**src/rtl/add_arb_pkg.sv**
```systemverilog
// add_arb_pkg: shared constants, id-width helper and tag type for the adder arbiter.
package add_arb_pkg;
  localparam int N_REQ_DEF = 4;
  localparam int DW_DEF = 8;
  localparam int ADD_LAT_DEF = 1;
  localparam int ID_MAX_W = 3;
  function automatic int idw(input int n);
    return (n <= 2) ? 1 : $clog2(n);
  endfunction
  typedef struct packed {
    logic                valid;
    logic [ID_MAX_W-1:0] id;
  } tag_t;
endpackage

```
**src/rtl/add_arbiter_rr_pick.sv**
```systemverilog
// rr_pick: combinational round-robin picker, first eligible at or after ptr.
module rr_pick #(
  parameter int N = 4,
  parameter int IW = 2
) (
  input  logic [N-1:0]  elig_i,
  input  logic [IW-1:0] ptr_i,
  output logic [N-1:0]  grant_o,
  output logic [IW-1:0] idx_o,
  output logic          any_o
);
  logic [IW:0] s;
  always_comb begin
    grant_o = '0;
    idx_o = '0;
    any_o = 1'b0;
    s = '0;
    for (int k = 0; k < N; k++) begin
      s = {1'b0, ptr_i} + (IW+1)'(k);
      if (s >= (IW+1)'(N)) s = s - (IW+1)'(N);
      if (!any_o && elig_i[s[IW-1:0]]) begin
        any_o = 1'b1;
        grant_o[s[IW-1:0]] = 1'b1;
        idx_o = s[IW-1:0];
      end
    end
  end
endmodule

```
**src/rtl/add_arbiter.sv**
```systemverilog
// add_arbiter: round-robin sharing of one fixed-latency adder among N_REQ requesters,
// with a tag pipeline routing each sum back to its owner's result register.
module add_arbiter
  import add_arb_pkg::*;
#(
  parameter int N_REQ = N_REQ_DEF,
  parameter int DW = DW_DEF,
  parameter int ADD_LAT = ADD_LAT_DEF
) (
  input  logic                      clk,
  input  logic                      rst_n,
  input  logic [N_REQ-1:0]          req_valid,
  output logic [N_REQ-1:0]          req_ready,
  input  logic [N_REQ*DW-1:0]       req_a,
  input  logic [N_REQ*DW-1:0]       req_b,
  output logic [N_REQ-1:0]          rsp_valid,
  input  logic [N_REQ-1:0]          rsp_ready,
  output logic [N_REQ*(DW+1)-1:0]   rsp_c,
  output logic [DW-1:0]             add_a,
  output logic [DW-1:0]             add_b,
  output logic                      add_valid_in,
  input  logic [DW:0]               add_c,
  input  logic                      add_valid_out,
  output logic                      proto_err
);
  localparam int IW = idw(N_REQ);
  localparam int CW = DW + 1;
  logic [IW-1:0] ptr_q, ptr_d, gnt_idx;
  logic [N_REQ-1:0] inflight_q, inflight_d, rsp_valid_q, rsp_valid_d, elig, gnt, cap;
  logic [N_REQ*CW-1:0] rsp_c_q;
  tag_t tag_q [ADD_LAT];
  tag_t tag_in, tag_out;
  logic [2:0] win_q;
  logic gnt_any, proto_err_q, proto_err_d, mismatch;
  // Grants are held off while reset is asserted so outputs show their reset values.
  assign elig = req_valid & ~(inflight_q | rsp_valid_q) & {N_REQ{rst_n}};
  rr_pick #(.N(N_REQ), .IW(IW)) u_pick (
    .elig_i (elig),
    .ptr_i  (ptr_q),
    .grant_o(gnt),
    .idx_o  (gnt_idx),
    .any_o  (gnt_any)
  );
  always_comb begin
    req_ready = gnt;
    add_valid_in = gnt_any;
    add_a = gnt_any ? req_a[int'(gnt_idx)*DW +: DW] : '0;
    add_b = gnt_any ? req_b[int'(gnt_idx)*DW +: DW] : '0;
    tag_in = gnt_any ? {1'b1, ID_MAX_W'(gnt_idx)} : '0;
    tag_out = tag_q[ADD_LAT-1];
    cap = tag_out.valid ? (N_REQ'(1) << tag_out.id) : '0;
    ptr_d = gnt_any ? ((int'(gnt_idx) == N_REQ - 1) ? '0 : gnt_idx + 1'b1) : ptr_q;
    inflight_d = (inflight_q | gnt) & ~cap;
    rsp_valid_d = (rsp_valid_q & ~rsp_ready) | cap;
    // A stray adder strobe right after reset belongs to a discarded operation.
    mismatch = (add_valid_out != tag_out.valid) & ~(|win_q & ~tag_out.valid);
    proto_err_d = proto_err_q | mismatch;
  end
  always_ff @(posedge clk or negedge rst_n) begin
    if (!rst_n) begin
      ptr_q <= '0;
      inflight_q <= '0;
      rsp_valid_q <= '0;
      rsp_c_q <= '0;
      proto_err_q <= 1'b0;
      win_q <= 3'(ADD_LAT);
      for (int k = 0; k < ADD_LAT; k++) tag_q[k] <= '0;
    end else begin
      ptr_q <= ptr_d;
      inflight_q <= inflight_d;
      rsp_valid_q <= rsp_valid_d;
      proto_err_q <= proto_err_d;
      win_q <= win_q - {2'b0, |win_q};
      tag_q[0] <= tag_in;
      for (int k = 1; k < ADD_LAT; k++) tag_q[k] <= tag_q[k-1];
      if (tag_out.valid) rsp_c_q[int'(tag_out.id)*CW +: CW] <= add_c;
    end
  end
  assign rsp_valid = rsp_valid_q;
  assign rsp_c = rsp_c_q;
  assign proto_err = proto_err_q;
endmodule

```
**config.mk**
```make
export PLATFORM = sky130hd
export DESIGN_NAME = add_arbiter
export DESIGN_NICKNAME = d
export VERILOG_FILES = /design/src/rtl/add_arb_pkg.sv /design/src/rtl/add_arbiter_rr_pick.sv /design/src/rtl/add_arbiter.sv
export SDC_FILE = /design/constraint.sdc
export NUM_CORES = 1
export LEC_CHECK = 0
export BUFFER_PORTS_ARGS = -buffer_cell sky130_fd_sc_hd__clkbuf_2
export CORE_MARGIN = 2
export CORE_UTILIZATION = 48
export DETAILED_ROUTE_END_ITERATION = 8
export GPL_ROUTABILITY_DRIVEN = 0
export PLACE_DENSITY = 0.78
export RECOVER_POWER = 50
export SLEW_MARGIN = 20
export SYNTH_ARGS = -nofsm -noshare
export SYNTH_HDL_FRONTEND = slang
export SYNTH_SLANG_ARGS = --single-unit
```
**constraint.sdc**
```tcl
create_clock -name clk -period 3.4 [get_ports clk]
set_input_delay 0.17 -clock clk [delete_from_list [all_inputs] [get_ports clk]]
set_output_delay 0.17 -clock clk [all_outputs]
set_load 0.02 [all_outputs]
```
Yosys cells after proc, flatten, opt, wreduce, memory -nomap -nowiden
Cells that the tools add are included.
Operators by class
  eq/ne operators: 2
  multiply operators: 1
  shift operators: 5
  mux-type cells: 38
  $add $sub $neg: 10
  $lt $le $gt $ge: 12
  divide/modulo/power cells: 0
  bitwise gates (word level): 18
  reductions and logical operators: 11
Operators by type and width (number)
  32-bit by 6-bit indexed part select with 8-bit output: 2
  36-bit bitwise mux: 1
  9-bit by 33-bit variable shift with 36-bit output (first input constant): 1
  9-bit by 33-bit indexed part select with 36-bit output: 1
  7-bit negation with 33-bit output: 1
  4-bit two-way mux: 6
  4-bit bitwise OR: 6
  2-bit two-way mux: 9
  4-bit bitwise AND: 4
  8-bit two-way mux: 2
  2-bit by 3-bit < comparator with 1-bit output (second input constant): 4
  1-bit two-way mux: 12
  4-bit inverter: 3
  3-bit >= comparator (second input constant): 3
  1-bit binary-select mux with 2-bit select: 4
  1-bit demux with 2-bit select: 4
  2-bit by 1-bit >= comparator with 1-bit output (second input constant): 4
  2-bit by 1-bit subtractor with 2-bit output (second input constant): 4
  1-bit logical AND: 7
  3-bit by 4-bit multiplier with 7-bit output (second input constant): 1
  2-bit by 2-bit adder with 3-bit output (second input constant): 2
  1-bit by 3-bit << shifter with 4-bit output (first input constant): 1
  2-bit by 1-bit adder with 3-bit output (second input constant): 1
  2-bit by 3-bit >= comparator with 1-bit output (second input constant): 1
  9 further kinds: 13
Storage, ports and cells
  input port bits: 84
  output and inout port bits: 62
  logic and storage cells: 105
  register bits after elaboration: 54
  RAM bits: 0
  memories: 0
  bits in latches: 0
  bits in read-only memories: 0

Depth between registers and ports, before layout
Gate-level depths: netlist of run 1.
  word-level depth: 18
  mapped depth: 10

Hierarchy
From an unflattened synthesis of run 1, not the netlist that was laid out.
Unflattened totals
  cells, all modules: 286
  area, all modules: 3258.1 um^2
Modules (own cells, without submodules)
  add_arbiter: area an instance 2836.5 um^2, instances 1, cells each 241
  rr_pick: area an instance 421.7 um^2, instances 1, cells each 45

Worst setup path after synthesis of run 1
OpenSTA, ideal clock, no wires.
  kind: register to output
  start: reg ptr_q[0]
  end: out add_a[1]
  stages on the path, launching flop included: 11
  data arrival time: 2796 ps
  path slack: 434 ps
  path buffers: 3
  cells stage by stage: dfrtp_1 -> buf_2 -> inv_1 -> ha_1 -> mux4_2 -> a21boi_4 -> buf_6 -> buf_4 -> nand2_1 -> and3_1 -> o32ai_1
Between the ends
  cells in the longest elaborated chain, start to end: 16
  elaborated cells between the ends (all ways): 39
  those cells by class: add/sub (7); order compare (4); shift (1); mux (21); reduce/logical (6)
Ends and longest elaborated chain
  start, declared: RTL line add_arbiter.sv:28  | logic [IW-1:0] ptr_q, ptr_d, gnt_idx;
  start signal, assigned: RTL line add_arbiter.sv:69  | ptr_q <= ptr_d;
  branches (longest 15 deep; another with 2-bit by 1-bit adder with 3-bit output)
  8-bit two-way mux *: RTL line add_arbiter.sv:47  | add_a = gnt_any ? req_a[int'(gnt_idx)*DW +: DW] : '0;
  end, declared: RTL line add_arbiter.sv:19  | output logic [DW-1:0] add_a,
Mark *: on every way between the ends. The select of a mux whose other input is x is not followed.

Worst setup path in the final report of run 1
  start: reg rsp_valid_q[2], in the netlist rsp_valid[2]
  end: out add_b[3]
Between the ends
  cells in the longest elaborated chain, start to end: 18
  elaborated cells between the ends (all ways): 28
  those cells by class: shift (1); mux (17); bitwise (4); reduce/logical (6)
Ends and longest elaborated chain
  start, declared: RTL line add_arbiter.sv:29  | logic [N_REQ-1:0] inflight_q, inflight_d, rsp_valid_q, rsp_valid_d, elig, gnt, cap;
  start signal, assigned: RTL line add_arbiter.sv:71  | rsp_valid_q <= rsp_valid_d;
  4-bit bitwise OR *: RTL line add_arbiter.sv:36  | assign elig = req_valid & ~(inflight_q | rsp_valid_q) & {N_REQ{rst_n}};
  4-bit inverter *: RTL line add_arbiter.sv:36
  4-bit bitwise AND * (2 in series): RTL line add_arbiter.sv:36
  1-bit binary-select mux with 2-bit select: RTL line add_arbiter_rr_pick.sv:21  | if (!any_o && elig_i[s[IW-1:0]]) begin
  1-bit two-way mux (implied by the code): RTL line add_arbiter_rr_pick.sv:21
  1-bit two-way mux: RTL line add_arbiter_rr_pick.sv:21
  1-bit zero test: RTL line add_arbiter_rr_pick.sv:21
  1-bit logical AND: RTL line add_arbiter_rr_pick.sv:21
  1-bit two-way mux: RTL line add_arbiter_rr_pick.sv:21
  1-bit zero test: RTL line add_arbiter_rr_pick.sv:21
  1-bit logical AND: RTL line add_arbiter_rr_pick.sv:21
  1-bit two-way mux: RTL line add_arbiter_rr_pick.sv:21
  1-bit zero test: RTL line add_arbiter_rr_pick.sv:21
  1-bit logical AND: RTL line add_arbiter_rr_pick.sv:21
  2-bit two-way mux: RTL line add_arbiter_rr_pick.sv:21
  32-bit by 6-bit indexed part select with 8-bit output: RTL line add_arbiter.sv:48  | add_b = gnt_any ? req_b[int'(gnt_idx)*DW +: DW] : '0;
  8-bit two-way mux *: RTL line add_arbiter.sv:48
  end, declared: RTL line add_arbiter.sv:20  | output logic [DW-1:0] add_b,
Mark *: on every way between the ends. The rest lies on a longest branch, timed or not. The select of a mux whose other input is x is not followed.

==> impl_metrics.json, run 1 <==
{
  "violations": "capacitance limit, slew limit",
  "wl_per_cell_um": 16.8,
  "grt_max_degree": 47,
  "cp-start-kind": "register",
  "vias_per_cell": 6.02,
  "setup_viol": 0,
  "preCtsSetupSlack_ns": 0.236,
  "antenna_found_initial": 0,
  "htreeDepth": 2,
  "dr_total_vias": 3298,
  "r2r_slack_ns": 0.59,
  "slew_headroom_pct": -44.0,
  "clk_latency_ns": 0.31,
  "path_clk_slew_ns": 0.09,
  "final_nets": 565,
  "fill_cells": 561,
  "synth-async-reset-ratio_pct": 100,
  "min_path_cells": 2,
  "core_area_sq_um": 6720,
  "drc": 0,
  "ys_top_cells_by_area": "dfrtp_1 (39%), a22o_1 (9.5%), ha_1 (5.3%), nand2_1 (4.9%), mux2i_1 (4.8%)",
  "ios": 146,
  "pwr_density_cell_nw_per_um2": 840,
  "cts_sinks": 53,
  "r2r-start": "rsp_valid[2]",
  "synth_nets": 415,
  "grt_use_total_pct": 23.9,
  "synth_seq_area_share_pct": 40.1,
  "routed_wl_um": 9200,
  "grt_pass1_vias": 3143,
  "drtIter0Drc": 208,
  "multi_input_area_sq_um": 1830,
  "syn_area_per_cell_sq_um": 10.4,
  "max_freq_ghz": 0.304,
  "synth-seq-cells": 53,
  "cp_cell_sequence": "nand4bb_2 -> mux4_2 -> a21boi_4 -> buf_4 -> nand2_2 -> a221oi_1 -> o32ai_1 -> clkbuf_2",
  "hold_path.class": "primary input to register",
  "finalHoldViolations": 0,
  "crit_family": "compound AO/OA/AOI/OAI gates",
  "cts-buffers-inserted": 5,
  "post-route-period-util_pct": 96.7,
  "n_antenna_cell": 0,
  "ys_warn_count": 0,
  "regArea_sq_um": 1330,
  "final_common_cell": "clkbuf_2",
  "arrival_ns": 3.12,
  "cap_viol_max_count": 1,
  "die_w_um": 87.0,
  "cts.path.max_buffers": 2,
  "numPortBuffers": 145,
  "synth_cell_type_count": 43,
  "crit_type": "register to output pin",
  "hold-path-endpoint": "rsp_valid[1]",
  "hold_ws_ns": 0.0298,
  "synth_cells": 317,
  "min-delay-start": "rsp_ready[1]",
  "crit_required_ns": 3.23,
  "yosysTopAreaCell": "dfrtp_1",
  "fp.dieH_um": 87.0,
  "cp_num_buf_inv": 2,
  "area_delta_synth_final_pct": 28.0,
  "cp_max_fo": 17,
  "setup_ws_ns": 0.113,
  "layout-drive-gt1-share_pct": 31.6,
  "syn-cell-area_sq_um": 3310,
  "ir_drop_uv": 491,
  "min_period_ns": 3.29,
  "grt_pass1_wl_um": 14700,
  "worst_slew_pin_slew_ns": 2.16,
  "cts_tree": "done",
  "drt_pass1_iterations": 4,
  "synth_top_area_share_pct": 39.3,
  "synth_edf_count": 0,
  "crit_path_end_kind": "output pin",
  "drtAntennaViolNets": 0,
  "finalMaxSlewViolations": 42,
  "initial_core_util_pct": 49.2,
  "r2r_end": "ptr_q[1]",
  "slowest_delay_ns": 0.65,
  "rsz0062_at_grt": "no",
  "dpl.hpwl_um": 6610,
  "num_rows": 30,
  "setup-tns-final_ns": 0,
  "fin_skew_ns": 0.00674,
  "synth-main-ff-cell": "dfrtp_1",
  "die_area_sq_um": 7570,
  "cts_root_buf": "clkbuf_8",
  "status": "finished with violations",
  "gr-total-overflow": 0,
  "power.leakage_nw": 2.14,
  "final_cell_mix": "clkbuf_2 (106), dfrtp_1 (52), nand2_1 (43)",
  "cpMaxStageDelayCell": "mux4_2",
  "reg2reg_depth": 8
}
## worst reg2reg max path, cell delays in order (launching register included)
cell	delay, ns
dfrtp_1	0.42
nand4bb_2	0.37
mux4_2	0.64
buf_4	0.18
o311a_1	0.15
nor4_4	0.36
buf_4	0.31
a21boi_1	0.23
a211oi_2	0.05
## metrics by stage
| stage | instance area [sq um] | cells | util [%] | power (W) |
|---|---|---|---|---|
| after CTS | 4240 | 545 | 63.1 | 0.00354 |
| final | 4230 | 548 | 63.0 | 0.00356 |
| after floorplan | 3310 | 317 | - | 0.00256 |
| after global placement | 4090 | 532 | 60.9 | 0.00307 |
| after global routing | 4230 | 548 | 63.0 | 0.00379 |
| after detailed placement | 4090 | 532 | 60.9 | 0.00311 |
## flip-flops by register name, indices dropped and copies added, names as in the netlist
name	count
rsp_c	36
inflight_q	4
rsp_valid	4
tag_out	3
win_q	3
ptr_q	2
proto_err	1
## final cells by class
class,instances,area share (%)
Sequential cell,53,31.4
Clock inverter,2,0.355
Tap cell,80,2.36
Multi-Input combinational cell,228,43.2
Inverter,15,1.33
Timing Repair Buffer,164,19.7
Clock buffer,6,1.71
## cells by family after synthesis
family / share of synthesized area [%]
flops: 40.1
compound gates: 24.7
buf+inv: 5.41
fa+ha+maj: 5.30
simple gates: 15.1
mux: 8.25
xor+xnor: 1.10
## power by group
part,total [W],switching (W),internal [W]
registers,0.000912,0.000113,0.000799
clock network,0.000351,0.000205,0.000145
logic,0.00230,0.00137,0.000929
## routing by layer
layer,up-vias,share of wire [%],GRT usage [%]
met5,-,0,0
met4,0,1.4,7.95
met3,12,6.5,3.98
met2,150,49,40.5
met1,1614,43,31.0
li1,1522,-,-
## cell usage after synthesis (all sizes together), types with 2 or more instances
cell,n
a21oi,3
nand3,5
mux2i,16
inv,15
buf,13
nor2,9
dfrtp,52
and3,16
nand4bb,4
nor3,2
o21ai,6
nor4,4
nand2,45
a21boi,2
nor4bb,2
mux4,5
a221oi,16
ha,14
o21a,4
a21o,4
clkbuf,8
and4bb,2
a31oi,4
a22o,36
o32ai,16
a32oi,2
## worst max-delay path by stage
stage	startpoint	endpoint	slack, ns	cells past startpoint
floorplan	ptr_q[0]	add_a[1]	0.43	10
global route	rsp_valid[2]	add_a[5]	0.01	7
finish	rsp_valid[2]	add_b[3]	0.11	8
detailed placement	rst_n	add_b[3]	0.24	9
CTS	rsp_valid[2]	add_b[2]	0.05	8
global placement	rst_n	add_b[3]	0.27	9
## what timing repair did
action	4_1_cts	5_1_grt
hold endpoints to repair	11	0
cloned	0	0
hold buffers	2	0
gates resized for setup	0	7
buffers inserted	3	3
pin swaps	2	1
endpoints found under the setup margin	16	16
No activity file was read; power rests on OpenSTA's default activity.
==> run 2: changes to the inputs <==
GPL_TIMING_DRIVEN = 0   (was default)
==> run 2 against run 1 <==
Net effect:
- the flow now finishes without violations
- combinational power up 5%
- register-to-register slack gained 0.14 ns
- core utilization rose by 1.8 points
==> impl_metrics.json, run 2 (synthesis results as in run 1) <==
{
  "cts.path.max_buffers": 2,
  "fill_cells": 564,
  "final_cell_mix": "clkbuf_2 (112), dfrtp_1 (51), nand2_1 (43)",
  "pwr_density_cell_nw_per_um2": 862,
  "drt_pass1_iterations": 4,
  "cts-buffers-inserted": 5,
  "finalMaxSlewViolations": 0,
  "n_antenna_cell": 0,
  "rsz0062_at_grt": "no",
  "hold_path.class": "primary input to register",
  "drc": 0,
  "die_area_sq_um": 7570,
  "final_nets": 580,
  "crit_path_end_kind": "output pin",
  "drtIter0Drc": 161,
  "crit_type": "register to output pin",
  "gr-total-overflow": 0,
  "routed_wl_um": 9790,
  "antenna_found_initial": 0,
  "cts_sinks": 53,
  "r2r_slack_ns": 0.73,
  "die_w_um": 87.0,
  "ios": 146,
  "finalHoldViolations": 0,
  "ir_drop_uv": 452,
  "max_freq_ghz": 0.307,
  "cp_max_fo": 10,
  "grt_use_total_pct": 24.4,
  "total_power_w": 0.00375,
  "crit_required_ns": 3.23,
  "grt_pass1_wl_um": 14900,
  "vias_per_cell": 5.99,
  "final_common_cell": "clkbuf_2",
  "fin_skew_ns": 0.00501,
  "setup-tns-final_ns": 0,
  "drtAntennaViolNets": 0,
  "largest_reg_flops": 36,
  "setup_viol": 0,
  "cp-start-kind": "register",
  "post-route-period-util_pct": 95.9,
  "cts_tree": "done",
  "path_clk_slew_ns": 0.08,
  "fp.dieH_um": 87.0,
  "clk_latency_ns": 0.30,
  "htreeDepth": 2,
  "power.leakage_nw": 2.22,
  "min_period_ns": 3.26,
  "dpl.hpwl_um": 6990,
  "grt_max_degree": 53,
  "core_area_sq_um": 6720,
  "dr_total_vias": 3365,
  "cap_viol_max_count": 0,
  "wl_per_cell_um": 17.4,
  "num_rows": 30,
  "layout-drive-gt1-share_pct": 35.1,
  "area_delta_synth_final_pct": 31.7,
  "slew_headroom_pct": 17.4,
  "worst_slew_pin_slew_ns": 1.24,
  "arrival_ns": 3.09,
  "numPortBuffers": 145,
  "grt_pass1_vias": 3084,
  "cts_root_buf": "clkbuf_8",
  "status": "complete, no violations",
  "initial_core_util_pct": 49.2
}
run 2: changes by cell type in the layout (fill, tap and decap cells not counted), moves of 2 or more:
cell and delta:
buf_2 +8, nor4_2 +3, clkbuf_2 +6, nand4bb_1 +2, clkbuf_1 -2, nor4_1 -3
nand4bb_2 -2
run 2: routing by layer:
| metal | vias up | part of all wire [%] | global-route usage (%) |
|---|---|---|---|
| li1 | 1553 | - | - |
| met1 | 1601 | 40 | 32.0 |
| met2 | 185 | 49 | 40.7 |
| met3 | 26 | 7.9 | 4.55 |
| met4 | 0 | 2.3 | 7.67 |
| met5 | - | 0 | 0 |
run 2: through the flow:
stage / util, % / instances / area (sq um) / setup WS (ns) / hold WS, ns
2_1_floorplan: - / 317 / 3310 / 0.434 / -0.126
3_3_place_gp: 61.5 / 542 / 4130 / -0.461 / 0.353
3_5_place_dp: 62.3 / 546 / 4180 / -0.00551 / 0.307
4_1_cts: 65.0 / 558 / 4370 / 0.000360 / 0.0276
5_1_grt: 64.8 / 562 / 4360 / 0.00217 / 0.0256
6_report: 64.8 / 562 / 4360 / 0.141 / 0.0378
run 2: where the power goes:
| group | switching, W | internal [W] |
|---|---|---|
| sequential | 0.000130 | 0.000800 |
| combinational | 0.00142 | 0.000998 |
| clock | 0.000188 | 0.000214 |
run 2: path summary, 6_finish.rpt:
check,cells past startpoint,startpoint,to
max,11,ptr_q[0],add_b[1]
min,2,rsp_ready[1],rsp_valid[1]
max reg2reg,10,ptr_q[0],ptr_q[1]
min reg2reg,1,win_q[2],win_q[2]
max in group asynchronous,3,rst_n,ptr_q[1]
min in group asynchronous,2,rst_n,win_q[0]
run 2: final cells by class:
type / instances / area, sq um / area share (%)
multi-input combinational: 228 / 1850 / 42.5
sequential: 53 / 1330 / 30.5
timing repair buffer: 158 / 778 / 17.9
buffer: 21 / 133 / 3.05
tap: 80 / 100 / 2.30
clock buffer: 5 / 68.8 / 1.58
inverter: 15 / 60.1 / 1.38
clock inverter: 2 / 35.0 / 0.804
run 2: repair_timing:
action                                  in CTS  in global routing
pin swaps                                    0                  0
buffers inserted                             3                  4
hold endpoints to repair                    52                  0
gates resized for setup                      5                  7
endpoints found under the setup margin      13                 15
hold buffers                                 2                  0
run 2: worst max-delay path: stages (launching register included):
cell and delay, ns:
dfrtp_1 0.43, buf_6 0.17, clkinvlp_4 0.16, ha_4 0.34, mux4_2 0.38, a21boi_4 0.16
buf_6 0.16, buf_4 0.19, nand2_1 0.06, and3_1 0.17, o32ai_1 0.33, clkbuf_4 0.25
